==> src/rtl/mon_pkg.sv <==
// Shared definitions for the monitor link sender.
//   link_state_t : link health encoding (IDLE / RUN / STARVED)
//   MON_WIDTH    : default data word width on the receiver bus
//   UNDERRUN_MAX : saturation value of the underrun counter
//   sat_inc8     : saturating 8-bit increment helper
package mon_pkg;

    typedef enum logic [1:0] {
        IDLE    = 2'd0,
        RUN     = 2'd1,
        STARVED = 2'd2
    } link_state_t;

    localparam int         MON_WIDTH    = 8;
    localparam logic [7:0] UNDERRUN_MAX = 8'hFF;

    // Increment by one, holding at UNDERRUN_MAX.
    function automatic logic [7:0] sat_inc8(input logic [7:0] v);
        if (v == UNDERRUN_MAX) begin
            return v;
        end else begin
            return v + 8'd1;
        end
    endfunction

endpackage

==> src/rtl/mon_fifo.sv <==
// Small synchronous FIFO feeding the monitor link sender.
// Ports:
//   clk, rst_n      : clock, asynchronous active-low reset
//   i_push, i_data  : write request and word (ignored while full)
//   i_pop           : read request (ignored while empty)
//   o_head          : word at the read pointer
//   o_full, o_empty : registered occupancy flags
// Storage is not reset; pointers, count and flags are.
module mon_fifo
    import mon_pkg::*;
#(
    parameter int WIDTH = MON_WIDTH,
    parameter int DEPTH = 4
) (
    input  logic             clk,
    input  logic             rst_n,
    input  logic             i_push,
    input  logic [WIDTH-1:0] i_data,
    input  logic             i_pop,
    output logic [WIDTH-1:0] o_head,
    output logic             o_full,
    output logic             o_empty
);

    localparam int AW = $clog2(DEPTH);
    localparam int CW = AW + 1;

    logic [WIDTH-1:0] r_mem [DEPTH];
    logic [AW-1:0]    r_wr_ptr;
    logic [AW-1:0]    r_rd_ptr;
    logic [CW-1:0]    r_count;
    logic             r_full;
    logic             r_empty;

    logic             w_do_push;
    logic             w_do_pop;
    logic [CW-1:0]    w_count_nxt;

    assign w_do_push = i_push && !r_full;
    assign w_do_pop  = i_pop && !r_empty;

    // Next occupancy: a simultaneous push and pop leaves it unchanged.
    always_comb begin
        w_count_nxt = r_count;
        if (w_do_push && !w_do_pop) begin
            w_count_nxt = r_count + CW'(1);
        end else if (!w_do_push && w_do_pop) begin
            w_count_nxt = r_count - CW'(1);
        end else begin
            w_count_nxt = r_count;
        end
    end

    // Pointers, count and flags; flags are registered so in_ready has no path from sel.
    always_ff @(posedge clk or negedge rst_n) begin
        if (!rst_n) begin
            r_wr_ptr <= '0;
            r_rd_ptr <= '0;
            r_count  <= '0;
            r_full   <= 1'b0;
            r_empty  <= 1'b1;
        end else begin
            if (w_do_push) begin
                r_wr_ptr <= r_wr_ptr + AW'(1);
            end
            if (w_do_pop) begin
                r_rd_ptr <= r_rd_ptr + AW'(1);
            end
            r_count <= w_count_nxt;
            r_full  <= (w_count_nxt == CW'(DEPTH));
            r_empty <= (w_count_nxt == CW'(0));
        end
    end

    // Storage array write port.
    always_ff @(posedge clk) begin
        if (w_do_push) begin
            r_mem[r_wr_ptr] <= i_data;
        end
    end

    assign o_head  = r_mem[r_rd_ptr];
    assign o_full  = r_full;
    assign o_empty = r_empty;

endmodule

==> src/rtl/mon_sender.sv <==
// Monitor link sender: buffers producer words and presents one on `data`
// per rising edge of the receiver's `sel` strobe, tracking link health.
// Ports:
//   clk, rst            : clock, asynchronous active-low reset
//   in_data, in_valid   : producer word and valid
//   in_ready            : FIFO not full (registered state only)
//   sel                 : advance strobe from the receiver
//   data                : word presented to the receiver
//   link_state          : 0 IDLE, 1 RUN, 2 STARVED
//   underrun_cnt        : saturating count of requests made while empty
module mon_sender
    import mon_pkg::*;
#(
    parameter int WIDTH = MON_WIDTH,
    parameter int DEPTH = 4
) (
    input  logic             clk,
    input  logic             rst,
    input  logic [WIDTH-1:0] in_data,
    input  logic             in_valid,
    output logic             in_ready,
    input  logic             sel,
    output logic [WIDTH-1:0] data,
    output logic [1:0]       link_state,
    output logic [7:0]       underrun_cnt
);

    logic             r_sel_q;
    logic [WIDTH-1:0] r_data;
    link_state_t      r_state;
    logic [7:0]       r_underrun_cnt;

    logic             w_req;
    logic             w_pop;
    logic             w_underrun;
    logic             w_push;
    logic             w_full;
    logic             w_empty;
    logic [WIDTH-1:0] w_head;

    // A request is a rising edge of sel; a held-high sel yields one request.
    assign w_req      = sel && !r_sel_q;
    assign w_pop      = w_req && !w_empty;
    assign w_underrun = w_req && w_empty;
    // An empty FIFO never bypasses: a same-cycle push is stored, the request underruns.
    assign w_push     = in_valid && !w_full;

    mon_fifo #(
        .WIDTH (WIDTH),
        .DEPTH (DEPTH)
    ) u_fifo (
        .clk     (clk),
        .rst_n   (rst),
        .i_push  (w_push),
        .i_data  (in_data),
        .i_pop   (w_pop),
        .o_head  (w_head),
        .o_full  (w_full),
        .o_empty (w_empty)
    );

    // Edge detect, output word register, link FSM and underrun counter.
    always_ff @(posedge clk or negedge rst) begin
        if (!rst) begin
            r_sel_q        <= 1'b0;
            r_data         <= '0;
            r_state        <= IDLE;
            r_underrun_cnt <= 8'd0;
        end else begin
            r_sel_q <= sel;
            if (w_pop) begin
                r_data <= w_head;
            end
            if (w_underrun) begin
                r_underrun_cnt <= sat_inc8(r_underrun_cnt);
            end
            case (r_state)
                IDLE: begin
                    if (w_pop) begin
                        r_state <= RUN;
                    end
                end
                RUN: begin
                    if (w_underrun) begin
                        r_state <= STARVED;
                    end
                end
                STARVED: begin
                    if (w_pop) begin
                        r_state <= RUN;
                    end
                end
                default: begin
                    r_state <= IDLE;
                end
            endcase
        end
    end

    assign in_ready     = !w_full;
    assign data         = r_data;
    assign link_state   = r_state;
    assign underrun_cnt = r_underrun_cnt;

endmodule

==> config.mk <==
export PLATFORM = sky130hd
export DESIGN_NAME = mon_sender
export DESIGN_NICKNAME = d
export VERILOG_FILES = /design/src/rtl/mon_pkg.sv /design/src/rtl/mon_fifo.sv /design/src/rtl/mon_sender.sv
export SDC_FILE = /design/constraint.sdc
export NUM_CORES = 1
export LEC_CHECK = 0
export ABC_AREA = 1
export CORE_MARGIN = 2
export CORE_UTILIZATION = 50
export DETAILED_ROUTE_END_ITERATION = 8
export PLACE_DENSITY = 0.75
export SLEW_MARGIN = 20
export SYNTH_ARGS = -nofsm -noshare
export SYNTH_HDL_FRONTEND = slang
export SYNTH_HIERARCHICAL = 1
export SYNTH_SLANG_ARGS = --single-unit
==> constraint.sdc <==
create_clock -name clk -period 1.5 [get_ports clk]
set_input_delay 0.15 -clock clk [delete_from_list [all_inputs] [get_ports clk]]
set_output_delay 0.15 -clock clk [all_outputs]
set_load 0.02 [all_outputs]
==> results of run 1 <==
==> placed cells by master (no fill, tap or decap), types with 4 or more instances in the layout <==
master and n:
o21ai_0 16, nand2_2 5, dlygate4sd2_1 11, nor2_1 27, xor2_1 5, dfrtp_1 26
edfxtp_1 32, inv_2 7, nand3_1 10, o22ai_1 8, clkbuf_8 9, ha_1 7
nand2_1 75, buf_4 16, inv_1 26, nor2_4 4, o21ai_1 4, clkdlybuf4s50_1 17
==> worst max path at each step <==
| stage | start | to |
|---|---|---|
| 2_1_floorplan | u_fifo/o_full | u_fifo/r_mem[0][0] |
| 3_3_place_gp | sel | u_fifo/o_full |
| 3_5_place_dp | sel | u_fifo/o_full |
| 4_1_cts | data[4] | data[4] |
| 5_1_grt | u_fifo/o_full | u_fifo/o_full |
| 6_report | data[2] | data[2] |
==> sequential cells by signal, indices dropped and copies added (netlist names) <==
register         count
u_fifo/r_mem        32
data                 8
underrun_cnt         8
u_fifo/r_count       3
link_state           2
u_fifo/r_rd_ptr      2
u_fifo/r_wr_ptr      2
r_sel_q              1
u_fifo/o_empty       1
u_fifo/o_full        1
==> repair_timing <==
item | CTS | global route
resized for setup | 12 | 9
setup buffers | 0 | 1
pin swaps | 0 | 5
hold endpoints to repair | 0 | 0
cloned | 0 | 0
setup endpoints to repair | 12 | 9
==> per-stage QoR <==
step,instances,cell area [µm²],total power [µW],hold slack (ns)
after CTS,398,3340,6160,0.194
final,399,3380,6150,0.186
after detailed placement,382,3170,4900,0.467
after floorplan,271,2690,3990,-0.146
after global placement,382,3170,4820,0.465
after global routing,399,3380,6620,0.206
==> report_power, final <==
| part | total, µW | switching, µW | internal [µW] |
|---|---|---|---|
| logic | 2330 | 1380 | 943 |
| clock network | 1300 | 605 | 695 |
| registers | 2530 | 282 | 2250 |
| total | 6150 | 2270 | 3880 |
==> layout make-up <==
class,count,area share
Inverter,34,0.0385
Multi-Input combinational cell,173,0.268
Clock inverter,4,0.00703
Sequential cell,60,0.492
Tap cell,70,0.0259
Timing Repair Buffer,46,0.122
Clock buffer,12,0.0463
==> metal layers <==
metal,part of all wire,vias to the layer above
met5,0,-
met4,0.019,0
met3,0.036,9
met2,0.50,31
met1,0.44,885
li1,-,975
==> cell families (layout without fill, tap and decap cells) <==
group,Yosys count,count (layout)
AND/OR/NAND/NOR,130,130
flip-flops,60,60
buffers and inverters,38,96
AO/OA/AOI/OAI,29,29
adder cells (fa/ha/maj),7,7
XOR/XNOR,7,7
==> results.txt, run 1 <==
Status: finished clean
Fraction of registers with async set/reset: 0.467
Crit path cell chain: clkdlybuf4s50_1
Vias per inst: 4.76
Leak Pwr: 0.00156 µW
Post-Syn Instances: 271
Setup CP Type: flop to output pin
Top-level port count: 31
CP required: 1.35 ns
CP max stage cell: clkdlybuf4s50_1
Post-DP HPWL: 3390 µm
# setup viols final: 0
CTS Hold Buffers Added: 0
Commonest cells in the netlist: nand2_1 (76), edfxtp_1 (32), nor2_1 (29), dfrtp_1 (27), inv_1 (26)
Yosys Warn Count: 6
Top-count cell post-synth: nand2_1
Area share of the largest cell type after synthesis: 0.357
Primary FF master, synth: edfxtp_1
Die X: 77.4 µm
Detailed Route WL: 4850 µm
CP Buf/Inv Count: 1
Tcrit/Tclk final: 0.969
CTS clk-pin slew, worst paths: 0.07 ns
Area occupied by multi-input gates: 906 µm²
Synth Register Bits: 60
Largest cells by area after synthesis: edfxtp_1 (36%), dfrtp_1 (25%), nand2_1 (11%)
Die area: 5990 µm²
Initial Utilization: 0.524
Core Area: 5140 µm²
Simple-gate area share of the yosys netlist: 0.212
Fin util: 0.657
Largest family of logic cells by synthesized area: simple AND/OR/NAND/NOR gates
Cells on worst reg2reg path: 10
Peak VDD IR: 989 µV
Nets: 343
Final worst slack: 0.0463 ns
Vias in the first global route: 1,817
Initial antenna violation count: 0
Sequential-to-total area share from yosys stat: 0.618
Tmin final: 1.45 ns
Clock network latency to the later pin of the worst-skew pair: 0.33 ns
RSZ-0062 raised after global routing: yes
Critical Path Max Stage Delay: 0.61 ns
CP arrival: 1.30 ns
Adder-Cell Fraction of Synth Area: 0.0325
Max-cap violations: 0
GRT Total Usage: 0.182
GRT overflow: 0
P&R area growth vs syn: 25.6%
Met2 Resource Use GR: 0.297
Actual slew at the worst max-slew pin: 0.353 ns
Initial DRC Count: 56
Routability congestion estimate: 0.758
Post-Syn Nets: 290
XOR/XNOR share of the synthesized area: 0.0228
I/O Buffers: 30
Clk sinks: 60
CTS max path bufs: 2
Die Height: 77.4 µm
GR Layer Usage met3: 0.0465
Setup TNS: 0 ns
R2r setup slk: 0.12 ns
Total area of sequential cells: 1660 µm²
Setup Skew: 0.00924 ns
Post-route ant nets: 0
Initial DRT Pass Iterations: 5
H-tree Lvls: 3
CP top delay family: buffers and inverters
First-pass GRT wire length: 8230 µm
DP Worst Slack: -0.121 ns
Max frequency: 688 MHz
P per Cell Area: 1820 nW/µm²
Number of flops mapped to enable cells by yosys: 32
Row cnt: 26
Final Hold Vio Count: 0
Layout cell share with drive strength beyond 1: 0.170
R2r endpoint: u_fifo/o_full
TritonCTS clock tree: done
Clock root cell: clkbuf_8
Ant diodes: 0
Routed wire per std cell: 12.2 µm
Gr busiest metal: met2
Logic depth of the worst path, buffers included: 1
Synth Area in Compound Gates: 0.0586
Fin. max-slew vios: 0
Hold Crit Class: input port to asynchronous set/reset pin
Layout fillers: 441
M1 GR Usage: 0.218
Worst slew margin: 0.765
Worst setup SP type: flop
Vias: 1,900
Biggest area consumer among synthesized cells: edfxtp_1
Mux contribution to synthesized area: 0
FF-to-FF Start: u_fifo/o_empty
Synth cell types: 24
Avg Cell Area, Syn: 9.93 µm²
Endpoint class of the critical path: output pin
Drt drc: 0
Synthesized cell area: 2690 µm²
Crit path max fanout: 2
Pin count of the biggest net entering global routing: 29
CTS Buf Count: 9
No activity file was read; power rests on OpenSTA's default activity.
==> run 2, diff against run 1 <==
- SLEW_MARGIN: 20 -> 30
==> results of run 2 <==
Final layout, timing and power as in run 1 (identical DEF).
==> run 3, diff against run 2 <==
- GPL_ROUTABILITY_DRIVEN: unset -> 1
- PLACE_DENSITY: 0.75 -> 0.78
==> run 3 against run 2 <==
Net effect: maximum frequency barely moved; global-route usage barely moved; total power rose by 5.9%; clock-buffer cell count fell by 3; setup slack got worse by 0.00081 ns; register-to-register slack got worse by 0.02 ns; non-clock buffer count rose by 3; combinational power rose by 4%; wire length rose by 4.8%; design area rose by 1.6%; critical path type unchanged; critical endpoint unchanged; largest cell class unchanged.
==> results.txt, run 3 (synthesis results as in run 1) <==
Status: finished clean (unchanged)
Detailed Route WL: 5090 µm (was 4850 µm)
First-pass GRT wire length: 8490 µm (was 8230 µm)
Leak Pwr: 0.00159 µW (was 0.00156 µW)
Vias per inst: 4.89 (was 4.76)
Layout fillers: 435 (was 441)
# setup viols final: 0 (unchanged)
R2r endpoint: u_fifo/o_full (unchanged)
Tmin final: 1.45 ns (about the same)
Most common cell after layout, fill and taps aside: nand2_1 (unchanged)
Crit path cell chain: clkdlybuf4s50_1 (unchanged)
GRT overflow: 0 (unchanged)
Max-cap violations: 0 (unchanged)
Nets: 346 (was 343)
Vias: 1,964 (was 1,900)
Routed wire per std cell: 12.7 µm (was 12.2 µm)
Logic depth of the worst path, buffers included: 1 (unchanged)
Die X: 77.4 µm (unchanged)
Cells on worst reg2reg path: 9 (was 10)
P&R area growth vs syn: 27.6% (was 25.6%)
Clock root cell: clkbuf_8 (unchanged)
Setup CP Type: flop to output pin (unchanged)
Clk sinks: 60 (unchanged)
Tcrit/Tclk final: 0.970 (was 0.969)
Worst setup SP type: flop (unchanged)
Max frequency: 688 MHz (about the same)
Critical Path Max Stage Delay: 0.61 ns (about the same)
Most frequent cells in the layout: nand2_1 (75), edfxtp_1 (32), nor2_1 (27), inv_1 (26), dfrtp_1 (26) (unchanged)
Pin count of the biggest net entering global routing: 29 (unchanged)
Drt drc: 0 (unchanged)
CP Buf/Inv Count: 1 (unchanged)
Endpoint class of the critical path: output pin (unchanged)
Worst Setup EP: data[2] (unchanged)
CTS max path bufs: 2 (unchanged)
Worst Setup SP: data[2] (unchanged)
Row cnt: 26 (unchanged)
Total area of sequential cells: 1660 µm² (unchanged)
GRT Total Usage: 0.183 (was 0.182)
CTS clk-pin slew, worst paths: 0.07 ns (about the same)
Post-route ant nets: 0 (unchanged)
Final Hold Vio Count: 0 (unchanged)
Final hold slack: 0.194 ns (was 0.186 ns)
DP Worst Slack: -0.108 ns (was -0.121 ns)
Core Area: 5140 µm² (unchanged)
CP top delay family: buffers and inverters (unchanged)
Peak VDD IR: 954 µV (was 989 µV)
Actual slew at the worst max-slew pin: 0.353 ns (about the same)
Top reg by flops: u_fifo/r_mem (unchanged)
R2r setup slk: 0.10 ns (was 0.12 ns)
Setup TNS: 0 ns (unchanged)
Top-level port count: 31 (unchanged)
Area occupied by multi-input gates: 901 µm² (was 906 µm²)
Hold Crit Class: input port to asynchronous set/reset pin (unchanged)
H-tree Lvls: 3 (unchanged)
TritonCTS clock tree: done (unchanged)
Fin util: 0.668 (was 0.657)
Initial DRC Count: 138 (was 56)
Initial DRT Pass Iterations: 4 (was 5)
CP arrival: 1.30 ns (about the same)
CP required: 1.35 ns (about the same)
Initial antenna violation count: 0 (unchanged)
CTS Buf Count: 9 (unchanged)
Final worst slack: 0.0455 ns (was 0.0463 ns)
CTS Hold Buffers Added: 0 (unchanged)
FF-to-FF Start: u_fifo/o_full (was u_fifo/o_empty)
I/O Buffers: 30 (unchanged)
Fin. max-slew vios: 0 (unchanged)
Setup Skew: 0.0105 ns (was 0.00924 ns)
Tot Pwr: 6520 µW (was 6150 µW)
Crit path max fanout: 2 (unchanged)
Vias in the first global route: 1,909 (was 1,817)
P per Cell Area: 1900 nW/µm² (was 1820 nW/µm²)
Clock network latency to the later pin of the worst-skew pair: 0.33 ns (about the same)
Ant diodes: 0 (unchanged)
Post-DP HPWL: 3530 µm (was 3390 µm)
CP max stage cell: clkdlybuf4s50_1 (unchanged)
Die Height: 77.4 µm (unchanged)
Layout cell share with drive strength beyond 1: 0.181 (was 0.170)
Routability congestion estimate: 0.808 (was 0.758)
Die area: 5990 µm² (unchanged)
Worst slew margin: 0.764 (was 0.765)
Initial Utilization: 0.524 (unchanged)
Max reg flops: 32 (unchanged)
run 3: cell types whose count changed in the layout (fill, tap and decap cells not counted), sizes merged:
| cell | delta |
|---|---|
| inv | +1 |
| buf | +3 |
| clkdlybuf4s50 | +2 |
| clkbuf | -3 |
| clkinvlp | +1 |
| bufinv | +2 |
| clkinv | -1 |
| dlygate4sd2 | -2 |
run 3: worst min path at each step:
stage | startpoint | to | slack [ns] | depth (start not counted)
4_1_cts | rst | data[2] | 0.20 | 2
3_5_place_dp | data[4] | data[4] | 0.47 | 2
2_1_floorplan | rst | data[0] | -0.15 | 0
5_1_grt | rst | link_state[0] | 0.25 | 2
3_3_place_gp | data[4] | data[4] | 0.47 | 2
6_report | rst | data[2] | 0.19 | 2
run 3: routing by layer:
metal / wire (µm) / share of wire / track usage
met1: 2260 / 0.44 / 0.229
met2: 2490 / 0.49 / 0.293
met3: 220 / 0.043 / 0.0477
met4: 117 / 0.023 / 0.0946
met5: 0 / 0 / 0
run 3: area by class of cell:
cell class                      count  share of cell area
Clock buffer                        9              0.0361
Clock inverter                      7              0.0262
Inverter                           34              0.0379
Multi-Input combinational cell    173               0.262
Sequential cell                    60               0.485
Tap cell                           70              0.0255
Timing Repair Buffer               49               0.127
run 3: stage by stage:
step,cell area (µm²),std cells
5_1_grt,3430,402
4_1_cts,3390,400
3_3_place_gp,3190,384
6_report,3430,402
2_1_floorplan,2690,271
3_5_place_dp,3190,384
run 3: power by group:
part | total, µW | switching, µW | internal [µW]
clock | 1560 | 629 | 929
sequential | 2530 | 281 | 2250
combinational | 2430 | 1440 | 997
total | 6520 | 2350 | 4170
run 3: repair_timing:
item                                    4_1_cts  5_1_grt
hold endpoints to repair                      0        0
buffers inserted                              0        2
gates resized for setup                       9        9
pin swaps                                     0        1
endpoints found under the setup margin        9       26
